**src/rtl/instruction_fetch_pkg.sv**
```systemverilog
// Shared definitions for the instruction-fetch stage: the reset PC, the
// bubble instruction word and the fetch FSM state encoding.
package instruction_fetch_pkg;

  localparam logic [31:0] RESET_PC  = 32'h0000_0000;
  localparam logic [31:0] NOP_INSTR = 32'h0000_0013;  // addi x0,x0,0

  typedef enum logic [1:0] {
    IDLE = 2'd0,
    WAIT = 2'd1,
    DROP = 2'd2
  } fetch_state_t;

endpackage

```
**src/rtl/instruction_fetch_if_id.sv**
```systemverilog
// IF/ID pipeline register. Priority: reset, flush, stall (hold), load,
// otherwise a bubble. Bubbles carry NOP_INSTR with pc/npc cleared.
import instruction_fetch_pkg::*;

module instruction_fetch_if_id (
  input  logic        clock,
  input  logic        reset,
  input  logic        stall,
  input  logic        flush,
  input  logic        load,
  input  logic [31:0] instr_in,
  input  logic [31:0] pc_in,
  input  logic [31:0] npc_in,
  output logic [31:0] instruction,
  output logic [31:0] npc,
  output logic [31:0] pc,
  output logic        valid
);

  // Register update in decreasing priority; stall leaves everything as is.
  always_ff @(posedge clock) begin
    if (!reset || flush || (!stall && !load)) begin
      instruction <= NOP_INSTR;
      npc         <= 32'h0;
      pc          <= 32'h0;
      valid       <= 1'b0;
    end else if (!stall) begin
      instruction <= instr_in;
      npc         <= npc_in;
      pc          <= pc_in;
      valid       <= 1'b1;
    end
  end

endmodule

```
**src/rtl/instruction_fetch.sv**
```systemverilog
// Instruction-fetch stage: owns the PC, keeps one imem request in flight,
// parks a response that arrives during a stall in a one-entry skid buffer,
// and drops responses made stale by a redirect.
// Optional feature macro IF_PERF_CNT_EN adds perf_fetched / perf_bubbles.
//
// state | meaning
// IDLE  | may issue a fetch for PC (skid empty, no redirect this cycle)
// WAIT  | request accepted, waiting for its response
// DROP  | redirected while waiting; the pending response is discarded
import instruction_fetch_pkg::*;

module instruction_fetch (
  input  logic        clock,
  input  logic        reset,
  input  logic        stall,
  input  logic        flush,
  input  logic        pc_src,
  input  logic [31:0] branch_target,
  output logic        imem_req,
  output logic [31:0] imem_addr,
  input  logic        imem_ready,
  input  logic        imem_rvalid,
  input  logic [31:0] imem_rdata,
  output logic [31:0] if_id_instruction_out,
  output logic [31:0] if_id_npc_out,
  output logic [31:0] if_id_pc_out,
  output logic        if_id_valid_out
`ifdef IF_PERF_CNT_EN
  ,
  output logic [31:0] perf_fetched,
  output logic [31:0] perf_bubbles
`endif
);

  fetch_state_t state;
  logic [31:0]  pc;
  logic [31:0]  fetch_pc;
  logic         skid_valid;
  logic [31:0]  skid_instr;
  logic [31:0]  skid_pc;

  logic [31:0]  target;
  logic         wait_rvalid;
  logic         ifid_flush;
  logic         ifid_load;
  logic [31:0]  ifid_instr;
  logic [31:0]  ifid_pc;

  // Redirect address is word aligned; the response only counts while in WAIT.
  always_comb begin
    target      = branch_target & ~32'h3;
    wait_rvalid = (state == WAIT) && imem_rvalid;
    ifid_flush  = flush || pc_src;
    ifid_load   = skid_valid || wait_rvalid;
    ifid_instr  = skid_valid ? skid_instr : imem_rdata;
    ifid_pc     = skid_valid ? skid_pc    : fetch_pc;
  end

  // Request depends on same-cycle pc_src so a redirect suppresses it at once.
  assign imem_req  = reset && (state == IDLE) && !skid_valid && !pc_src;
  assign imem_addr = pc;

  // Fetch FSM and PC.
  always_ff @(posedge clock) begin
    if (!reset) begin
      state    <= IDLE;
      pc       <= RESET_PC;
      fetch_pc <= RESET_PC;
    end else begin
      case (state)
        IDLE: begin
          if (pc_src) begin
            pc <= target;
          end else if (imem_req && imem_ready) begin
            fetch_pc <= pc;
            state    <= WAIT;
          end
        end
        WAIT: begin
          if (imem_rvalid) begin
            pc    <= pc_src ? target : pc + 32'd4;
            state <= IDLE;
          end else if (pc_src) begin
            pc    <= target;
            state <= DROP;
          end
        end
        DROP: begin
          // A further redirect while draining still moves the PC.
          if (pc_src) pc <= target;
          if (imem_rvalid) state <= IDLE;
        end
        default: state <= IDLE;
      endcase
    end
  end

  // Skid buffer: captures a response that lands while decode is stalled.
  always_ff @(posedge clock) begin
    if (!reset || ifid_flush) begin
      skid_valid <= 1'b0;
    end else if (stall) begin
      if (wait_rvalid) begin
        skid_valid <= 1'b1;
        skid_instr <= imem_rdata;
        skid_pc    <= fetch_pc;
      end
    end else begin
      skid_valid <= 1'b0;
    end
  end

  instruction_fetch_if_id u_if_id (
    .clock       (clock),
    .reset       (reset),
    .stall       (stall),
    .flush       (ifid_flush),
    .load        (ifid_load),
    .instr_in    (ifid_instr),
    .pc_in       (ifid_pc),
    .npc_in      (ifid_pc + 32'd4),
    .instruction (if_id_instruction_out),
    .npc         (if_id_npc_out),
    .pc          (if_id_pc_out),
    .valid       (if_id_valid_out)
  );

`ifdef IF_PERF_CNT_EN
  logic ifid_load_real;
  assign ifid_load_real = !ifid_flush && !stall && ifid_load;

  // Count valid IF/ID loads and non-stall cycles that insert a bubble.
  always_ff @(posedge clock) begin
    if (!reset) begin
      perf_fetched <= 32'h0;
      perf_bubbles <= 32'h0;
    end else begin
      if (ifid_load_real) perf_fetched <= perf_fetched + 32'd1;
      if (!stall && !ifid_load_real) perf_bubbles <= perf_bubbles + 32'd1;
    end
  end
`endif

endmodule
```
**config.mk**
```make
export PLATFORM = sky130hd
export DESIGN_NAME = instruction_fetch
export DESIGN_NICKNAME = d
export VERILOG_FILES = /design/src/rtl/instruction_fetch_pkg.sv /design/src/rtl/instruction_fetch_if_id.sv /design/src/rtl/instruction_fetch.sv
export SDC_FILE = /design/constraint.sdc
export NUM_CORES = 1
export LEC_CHECK = 0
export ABC_AREA = 0
export CORE_ASPECT_RATIO = 1.1
export CORE_UTILIZATION = 50
export CTS_CLUSTER_SIZE = 16
export DETAILED_ROUTE_END_ITERATION = 8
export HOLD_SLACK_MARGIN = 0.15
export PLACE_DENSITY = 0.83
export RECOVER_POWER = 50
export SYNTH_ARGS = -nofsm -noshare
export SYNTH_HDL_FRONTEND = slang
export SYNTH_HIERARCHICAL = 1
export SYNTH_SLANG_ARGS = --single-unit
```
**constraint.sdc**
```tcl
create_clock -name clock -period 5.59 [get_ports clock]
set_clock_uncertainty 0.2 [all_clocks]
set_input_delay 0.8385 -clock clock [delete_from_list [all_inputs] [get_ports clock]]
set_output_delay 0.8385 -clock clock [all_outputs]
set_load 0.03 [all_outputs]
```
Yosys cells after proc, flatten, opt, wreduce, memory -nomap -nowiden
Index checks and enable logic that the tools add are counted.

Output and inout port bits: 130. Flip-flop bits (word level): 228.

Bitwise logic cells: 3. Add/subtract/negate cells: 2. Reductions and logical operators: 22. Multiplexer cells: 12. Equality and inequality tests: 6.

Operator list (count): $mux 32 (5); $add 32x3->32 const B (2); $pmux 32 s2 (1); $mux 2 (5); $logic_and 1x1->1 (6); $pmux 2 s3 (1); $reduce_and 3->1 (2); $logic_not 1->1 (5); $logic_or 1x1->1 (4); $ne 2x2->1 const B (2); $reduce_and 4->1 (1); $reduce_or 2->1 (2); $ne 3x3->1 const B (1); $not 1->1 (3); $eq 2x1->1 const B (1); $eq 2x2->1 const B (1); $logic_not 2->1 (1); $ne 2x1->1 const B (1); $reduce_bool 2->1 (1).

Longest topological paths before layout
Gate-level depths: netlist (run 1).

Depth after elaboration: 8. Depth in mapped cells: 15.

Modules after synthesis
The synthesis (run 1) kept the hierarchy.

Modules (own cells, without submodules): instruction_fetch (cells each 710, area each 6811.5 µm², sequential area each 3263.1 µm², times used 1); instruction_fetch_if_id (cells each 431, area each 3773.6 µm², sequential area each 1941.9 µm², times used 1).

Least setup slack after synthesis (run 1)
No wires, ideal clock.

Kind: in2reg. Start: in imem_rvalid. End: reg skid_instr[0], enable pin. Path slack: 0.877 ns. Data required time: 4.904 ns. Cell stages on the path: 4. Library setup time: 0.486 ns. Path buffers: 1. Arrival: 4.026 ns. Cells stage by stage: and2_1 > clkbuf_1 > nand2_1 > nor2_1.

Longest elaborated chain between the ends: 2.

Ends and longest elaborated chain: start, declared (line instruction_fetch.sv:22) `input logic imem_rvalid,`; $logic_and 1x1->1 (line instruction_fetch.sv:52) `wait_rvalid = (state == WAIT) && imem_rvalid;`; $reduce_and 3->1 (no source line); end signal, assigned (line instruction_fetch.sv:105) `skid_instr <= imem_rdata;`; end, declared (line instruction_fetch.sv:39) `logic [31:0] skid_instr;`.

Every way passes these cells. A chain may end at the register's enable or synchronous reset.

Worst setup path after layout (run 1)
Start: in pc_src. End: reg pc[20], in the netlist imem_addr[20].

Longest elaborated chain between the ends: 3. Elaborated cells between the ends (all ways): 4.

Ends and longest elaborated chain: start, declared (line instruction_fetch.sv:17) `input logic pc_src,`; $mux 32 (on tied branches); $mux 32 (line instruction_fetch.sv:80) `if (imem_rvalid) begin`; $pmux 32 s2 (*) (line instruction_fetch.sv:70) `case (state)`; end signal, assigned (line instruction_fetch.sv:73) `pc <= target;`; end signal, assigned (line instruction_fetch.sv:81) `pc <= pc_src ? target : pc + 32'd4;`; end signal, assigned (line instruction_fetch.sv:84) `pc <= target;`; end, declared (line instruction_fetch.sv:36) `logic [31:0] pc;`.

Mark *: on every way between the ends. The rest lies on a longest branch, timed or not.

==> summary.md, run 1 <==
| Metric | Value |
|---|---|
| 1st-pass router iterations | 5 |
| TNS Setup | 0 ns |
| Failing checks | capacitance limit, slew limit |
| Clock-pin slew of the registers on the worst-case setup and hold paths | about 0.06 ns |
| Power Dens Cells | 269 nW/um2 |
| RSZ-0062 raised after global routing | false |
| Compound-Gate Fraction of Synth Area | 0.131 |
| Worst Path Max Fanout | 42 |
| Post-CTS Hold Fix Bufs | 0 |
| Clock Latency Late Sink | ~0.50 ns |
| Area occupied by multi-input gates | 4870 um2 |
| Post-synthesis mux area share | 0.0703 |
| Most Frequent Cell on Critical Path | clkbuf_1 |
| Hold Crit Start | u_if_id/pc[13]$_SDFFE_PP0N_ |
| Largest family of logic cells by synthesized area | simple AND/OR/NAND/NOR gates |
| Worst-path cell chain | dlygate4sd3_1, clkbuf_1, inv_1, clkbuf_1, or3_1, a41oi_1, a22oi_1 |
| Cell family with most CP delay | buffers and inverters |
| H-tree Lvls | 1 |
| Num CTS Buffers | 23 |
| Drt total wl | around 27 mm |
| Startpoint Class | input pin |
| Resized cells post-CTS | 0 |
| Final Hold Viols | 0 |
| Max-Slew Margin vs Limit | -0.214 |
| Syn Nets | between 1000 and 1500 |
| Post-synthesis instance total | between 1000 and 1500 |
| Total design power | around 3.6 mW |
| Hold EP | u_if_id/pc[13]$_SDFFE_PP0N_ |
| DP Wirelength | between 15 and 20 mm |
| Status | finished, violations left |
| Fmax | around 240 MHz |
| Post-route clock period utilization | 0.759 |
| Total track usage | 0.244 |
| Max-cap violations | 1 |
| Syn Area/Cell | 9.28 um2 |
| Fin nets | 1352 |
| DIE HEIGHT | about 150 um |
| Worst r2r path cells | 8 |
| R2r setup slk | ~2.1 ns |
| Initial antenna violation count | 0 |
| Core area | about 21000 um2 |
| Remaining antenna violation count | 0 |
| Reg2reg start | skid_valid$_SDFFE_PP0P_ |
| Layout area overhead | 25.4% |
| Final min period | ~4.2 ns |
| CTS tree | built |
| Post-CTS Setup Inserts | 0 |
| Drt wl/cell | about 17 um |
| Max Slew Vio Count | 43 |
| XOR/XNOR Fraction of Synth Area | 0.0248 |
| Synthesis-stage register bit count | 228 |
| Netlist cell types | between 60 and 70 |
| Residual DRC | 0 |
| Post-synth EDFFs | 64 |
| Vias in the first global route | roughly 8300 |
| Worst EP required | just under 6 ns |
| Initial Utilization | 0.513 |
| Worst path arrival time | between 4 and 5 ns |
| Worst Hold Class | reg2reg |
| P_leak | approximately 4.7 nW |
| Setup crit end kind | register |
| Syn. warnings | 6 |
| Kind of critical path | in2reg |
| Buf/Inv on CP | 4 |
| Ports | 201 |
| Clk root buf | clkbuf_16 |
| Hold Crit Depth | 2 |
| Post-synthesis cell area | around 11000 um2 |
| Synth async-reset ratio | 0 |
| Port bufs | 198 |
| # rows | 55 |
| Slew @ Worst Pin | 1.82 ns |
| Gr ovfl total | 0 |
| Clock Path Buffers | 3 |
| Simple-gate share of the synthesized area | 0.230 |
| Sequential share of the synthesized area | 0.492 |
| Worst vdd ir | roughly 0.00017 V |
| Top FF cell, synth | dfxtp_1 |
| Reg-to-reg endpoint | u_if_id/npc[30]$_SDFFE_PP0N_ |
| Via Count | between 8000 and 9000 |
| Worst path max stage delay | ~1.3 ns |
| First-pass GRT wire length | about 43 mm |
| GPL Wtd Cong | between 0.9 and 1 |
| Largest net degree at the start of global routing | ~130 |
| Layout cell share with drive strength beyond 1 | 0.0819 |
| Drt first-iter violations | approximately 660 |
| Sink Count | approximately 230 |
| Adder-Cell Fraction of Synth Area | 0.00236 |
| Final setup viols | 0 |
| Fillers | between 1500 and 2000 |
| Chip width | 141 um |
| Register area | approximately 5200 um2 |
| Die area | 21800 um2 |
| Ant diodes | 0 |
| Critical path's slowest cell | clkbuf_1 |
| Vias per cell | 5.76 |
## per-stage QoR
stage          cells  hold WS, ns  area, um2  setup WS [ns]   util
2_1_floorplan   1141        0.226      10600          0.877      -
3_3_place_gp    1510        0.241      12500           1.82  0.606
3_5_place_dp    1510        0.246      12500           1.85  0.606
4_1_cts         1551        0.261      13300           1.80  0.643
5_1_grt         1551        0.270      13300           1.06  0.643
6_report        1551        0.256      13300           1.35  0.643
## how the worst max path moves through the flow
stage / startpoint / end / slack, ns / cells past startpoint
global placement: reset / imem_req / 1.82 / 4
floorplan: imem_rvalid / skid_instr[0]$_DFFE_PP_ / 0.88 / 4
global route: pc_src / imem_addr[13]$_SDFFE_PN0P_ / 1.06 / 8
finish: pc_src / imem_addr[20]$_SDFFE_PN0P_ / 1.35 / 7
CTS: skid_valid$_SDFFE_PP0P_ / imem_req / 1.80 / 3
detailed placement: reset / imem_req / 1.85 / 4
## state kept, by name (all words and copies together) (netlist names)
| signal | flops |
|---|---|
| imem_addr | 32 |
| fetch_pc | 32 |
| skid_pc | 32 |
| u_if_id/npc | 32 |
| u_if_id/pc | 32 |
| u_if_id/valid | 1 |
| skid_valid | 1 |
| state | 2 |
| skid_instr | 32 |
| u_if_id/instruction | 32 |
## worst min-delay path: stages (launching register included)
cell     delay, ns
dfxtp_1       0.30
nand2_1       0.06
a21oi_1       0.05
## layer usage
layer  share of wire  up-vias  routed length (um)  global-route usage
li1                -     4345                   -                   -
met5               0        -                   0                   0
met4           0.022        0                 586              0.0751
met1            0.45     4173               12000               0.340
met2            0.45      374               12200               0.384
met3           0.079       47                2120              0.0433
## layout make-up
cell class,instances,area share
Tap cell,256,0.0241
Clock buffer,27,0.0445
Sequential cell,228,0.392
Inverter,19,0.00537
Timing Repair Buffer,207,0.154
Clock inverter,14,0.0129
Multi-Input combinational cell,800,0.367
## where the power goes
| part | switching (mW) | internal (mW) | total [mW] | leakage [nW] |
|---|---|---|---|---|
| clock network | 0.614 | 0.940 | 1.55 | 0.376 |
| logic | 0.151 | 0.118 | 0.269 | 2.37 |
| registers | 0.0402 | 1.71 | 1.75 | 1.91 |
## layout by cell type, fill, tap and decap left out, types with 5 or more instances in the layout
| cell type | synthesis | routed |
|---|---|---|
| edfxtp_1 | 64 | 64 |
| and2_1 | 5 | 5 |
| mux2i_1 | 17 | 17 |
| dlygate4sd3_1 | 0 | 151 |
| buf_4 | 0 | 8 |
| nand2_1 | 207 | 207 |
| clkdlybuf4s50_1 | 0 | 46 |
| nand4_1 | 11 | 11 |
| dfxtp_1 | 164 | 163 |
| inv_1 | 18 | 18 |
| a22oi_1 | 7 | 7 |
| or4_1 | 6 | 6 |
| nand3b_1 | 98 | 98 |
| and3_1 | 7 | 7 |
| or3_1 | 6 | 6 |
| a21oi_1 | 151 | 151 |
| mux2_2 | 51 | 51 |
| nor3_1 | 18 | 18 |
| clkbuf_16 | 0 | 23 |
| o21ai_0 | 28 | 28 |
| nor2_1 | 30 | 29 |
| nand2b_1 | 6 | 6 |
| nor4_1 | 8 | 8 |
| nand3_1 | 28 | 28 |
| clkinv_2 | 0 | 6 |
| clkbuf_1 | 43 | 6 |
| nor2b_1 | 9 | 9 |
| xnor2_1 | 17 | 17 |
| xor2_1 | 13 | 13 |
| a31oi_1 | 6 | 6 |
| nor3b_1 | 5 | 5 |
## kinds of logic after synthesis
group	count (synthesis)
simple gates	461
compound gates	239
flops	228
buf+inv	113
mux	68
xor+xnor	30
fa+ha+maj	2
## cells in the mapped netlist (all sizes together), types with 28 or more instances
library cell  number  area, um2
a21oi            151        756
buf               50        279
clkbuf            44        166
dfxtp            164       3280
edfxtp            64       1920
mux2              51        574
nand2            207        777
nand3             28        140
nand3b            98        736
nor2              30        113
o21ai             28        140
(Power assumes the default switching activity.)
==> run 2: changes to the inputs <==
==> constraint.sdc (replaced) <==
create_clock -name clock -period 4.3 [get_ports clock]
set_clock_uncertainty 0.2 [all_clocks]
set_input_delay 0.645 -clock clock [delete_from_list [all_inputs] [get_ports clock]]
set_output_delay 0.645 -clock clock [all_outputs]
set_load 0.03 [all_outputs]
==> summary.md, run 2 (synthesis gave the netlist of run 1 again) <==
| Metric | Value |
|---|---|
| Worst vdd ir | 0.000218 V (was 0.000169 V) |
| Hold Crit Start | fetch_pc[27]$_SDFFE_PN0P_ (was u_if_id/pc[13]$_SDFFE_PP0N_) |
| First-pass GRT wire length | 43.6 mm (was 43.4 mm) |
| Max-cap violations | 0 (was 1) |
| Final worst slack | 0.574 ns (was 1.35 ns) |
| Worst Path Max Fanout | 51 (was 42) |
| H-tree Lvls | 1 (unchanged) |
| Port bufs | 198 (unchanged) |
| Startpoint Class | input pin (unchanged) |
| Remaining antenna violation count | 0 (unchanged) |
| Status | complete, no violations (was finished, violations left) |
| Worst path max stage delay | 1.06 ns (was 1.33 ns) |
| Ant diodes | 0 (unchanged) |
| 1st-pass router iterations | 7 (was 5) |
| Clock Path Buffers | 3 (unchanged) |
| Max-Slew Margin vs Limit | 0.0389 (was -0.214) |
| Drt first-iter violations | 767 (was 658) |
| TNS Setup | 0 ns (unchanged) |
| # rows | 55 (unchanged) |
| Initial Utilization | 0.513 (unchanged) |
| Fmax | between 200 and 300 MHz |
| Post-CTS Hold Fix Bufs | 0 (unchanged) |
| Final core occ | 0.649 (was 0.643) |
| Drt total wl | 27.3 mm (was 26.9 mm) |
| Residual DRC | 0 (unchanged) |
| CTS tree | built (unchanged) |
| Fin nets | 1359 (was 1352) |
| DP Wirelength | 18.5 mm (was 18.2 mm) |
| Worst EP required | 4.53 ns (was 5.77 ns) |
| Post-route clock period utilization | 0.866 |
| RSZ-0062 raised after global routing | false (unchanged) |
| Final instance area | 13400 um2 (was 13300 um2) |
| Reg2reg start | skid_valid$_SDFFE_PP0P_ (unchanged) |
| Total track usage | 0.247 (was 0.244) |
| Gr ovfl total | 0 (unchanged) |
| Setup WS pre-CTS | 0.904 ns (was 1.85 ns) |
| Worst path arrival time | 3.95 ns (was 4.42 ns) |
| Power Dens Cells | 356 nW/um2 (was 269 nW/um2) |
| Slew @ Worst Pin | 1.44 ns (was 1.82 ns) |
| Kind of critical path | in2reg (unchanged) |
| Initial antenna violation count | 0 (unchanged) |
| Most common cell after layout, fill and taps aside | nand2_1 (unchanged) |
| Critical path's slowest cell | clkbuf_1 (unchanged) |
| GPL Wtd Cong | 0.945 (was 0.959) |
| Max Slew Vio Count | 0 (was 43) |
| Critical path origin | reset (was pc_src) |
| Vias per cell | 5.70 (was 5.76) |
| DIE HEIGHT | 155 um (unchanged) |
| Clk root buf | clkbuf_16 (unchanged) |
| Final setup viols | 0 (unchanged) |
| Final min period | ~3.7 ns |
| Post-CTS Setup Inserts | 0 (unchanged) |
| Ports | 201 (unchanged) |
| Fillers | 1655 (was 1681) |
| Setup crit end kind | register (unchanged) |
| Die area | 21800 um2 (unchanged) |
| Num CTS Buffers | 24 (was 23) |
| Via Count | 8895 (was 8939) |
| Layout cell share with drive strength beyond 1 | 0.0882 (was 0.0819) |
| Clock-pin slew of the registers on the worst-case setup and hold paths | 0.06 ns (about the same) |
| Worst-path cell chain | dlygate4sd3_1, clkbuf_1, nand2b_2, buf_4, a21oi_1 (was dlygate4sd3_1, clkbuf_1, inv_1, clkbuf_1, or3_1, a41oi_1, a22oi_1) |
| P_leak | 4.71 nW (was 4.66 nW) |
| Sink Count | 228 (unchanged) |
| Resized cells post-CTS | 0 (unchanged) |
| Layout area overhead | 26.6% (was 25.4%) |
| Chip width | 141 um (unchanged) |
| Worst Hold Class | reg2reg (unchanged) |
| Drt wl/cell | 17.5 um (was 17.3 um) |
| Most frequent cells in the layout | nand2_1 (207), dfxtp_1 (163), a21oi_1 (151) (was nand2_1 (207), dfxtp_1 (163), a21oi_1 (151), dlygate4sd3_1 (151), nand3b_1 (98)) |
| Vias in the first global route | 8381 (was 8320) |
| Final Hold Viols | 0 (unchanged) |
| Area after DPL | 12600 um2 (was 12500 um2) |
| Largest net degree at the start of global routing | 107 (was 125) |
| Clock Latency Late Sink | 0.51 ns (was 0.50 ns) |
| Core area | 20600 um2 (unchanged) |
[run 2: layout make-up]
cell class	instances	area, um2	area share
Sequential cell	228	5210	0.389
Multi-Input combinational cell	800	4870	0.363
Timing Repair Buffer	213	2100	0.157
Clock buffer	31	688	0.0513
Tap cell	256	320	0.0239
Clock inverter	13	144	0.0107
Inverter	19	71.3	0.00532
[run 2: final timing paths]
kind | to | slack (ns) | depth (start not counted)
setup reg to reg | u_if_id/npc[30]$_SDFFE_PP0N_ | 1.06 | 11
hold / removal | skid_pc[27]$_DFFE_PP_ | 0.25 | 0
hold reg to reg | skid_pc[27]$_DFFE_PP_ | 0.25 | 0
setup / recovery | u_if_id/npc[19]$_SDFFE_PP0N_ | 0.57 | 5
[run 2: routing by layer]
metal / GRT usage / share of wire / routed length, um / vias to the layer above
li1: - / - / - / 4356
met1: 0.345 / 0.44 / 12000 / 4108
met2: 0.394 / 0.46 / 12600 / 395
met3: 0.0350 / 0.082 / 2250 / 36
met4: 0.0771 / 0.020 / 537 / 0
met5: 0 / 0 / 0 / -
[run 2: power breakdown]
| group | leakage [nW] | total, mW | internal [mW] | switching (mW) |
|---|---|---|---|---|
| combinational | 2.39 | 0.354 | 0.156 | 0.198 |
| sequential | 1.91 | 2.28 | 2.23 | 0.0513 |
| clock | 0.406 | 2.14 | 1.31 | 0.827 |
[run 2: through the flow]
step / std cells / power, mW / hold WS (ns)
floorplan: 1141 / 2.53 / 0.226
global placement: 1516 / 2.68 / 0.243
detailed placement: 1516 / 2.68 / 0.245
CTS: 1560 / 4.80 / 0.253
global route: 1560 / 4.92 / 0.276
finish: 1560 / 4.77 / 0.254
[run 2: critical path: cells and delay by family]
kind	cells	cell delay, ns
AO/OA/AOI/OAI	1	0.17
buffers and inverters	3	2.14
AND/OR/NAND/NOR	1	0.96
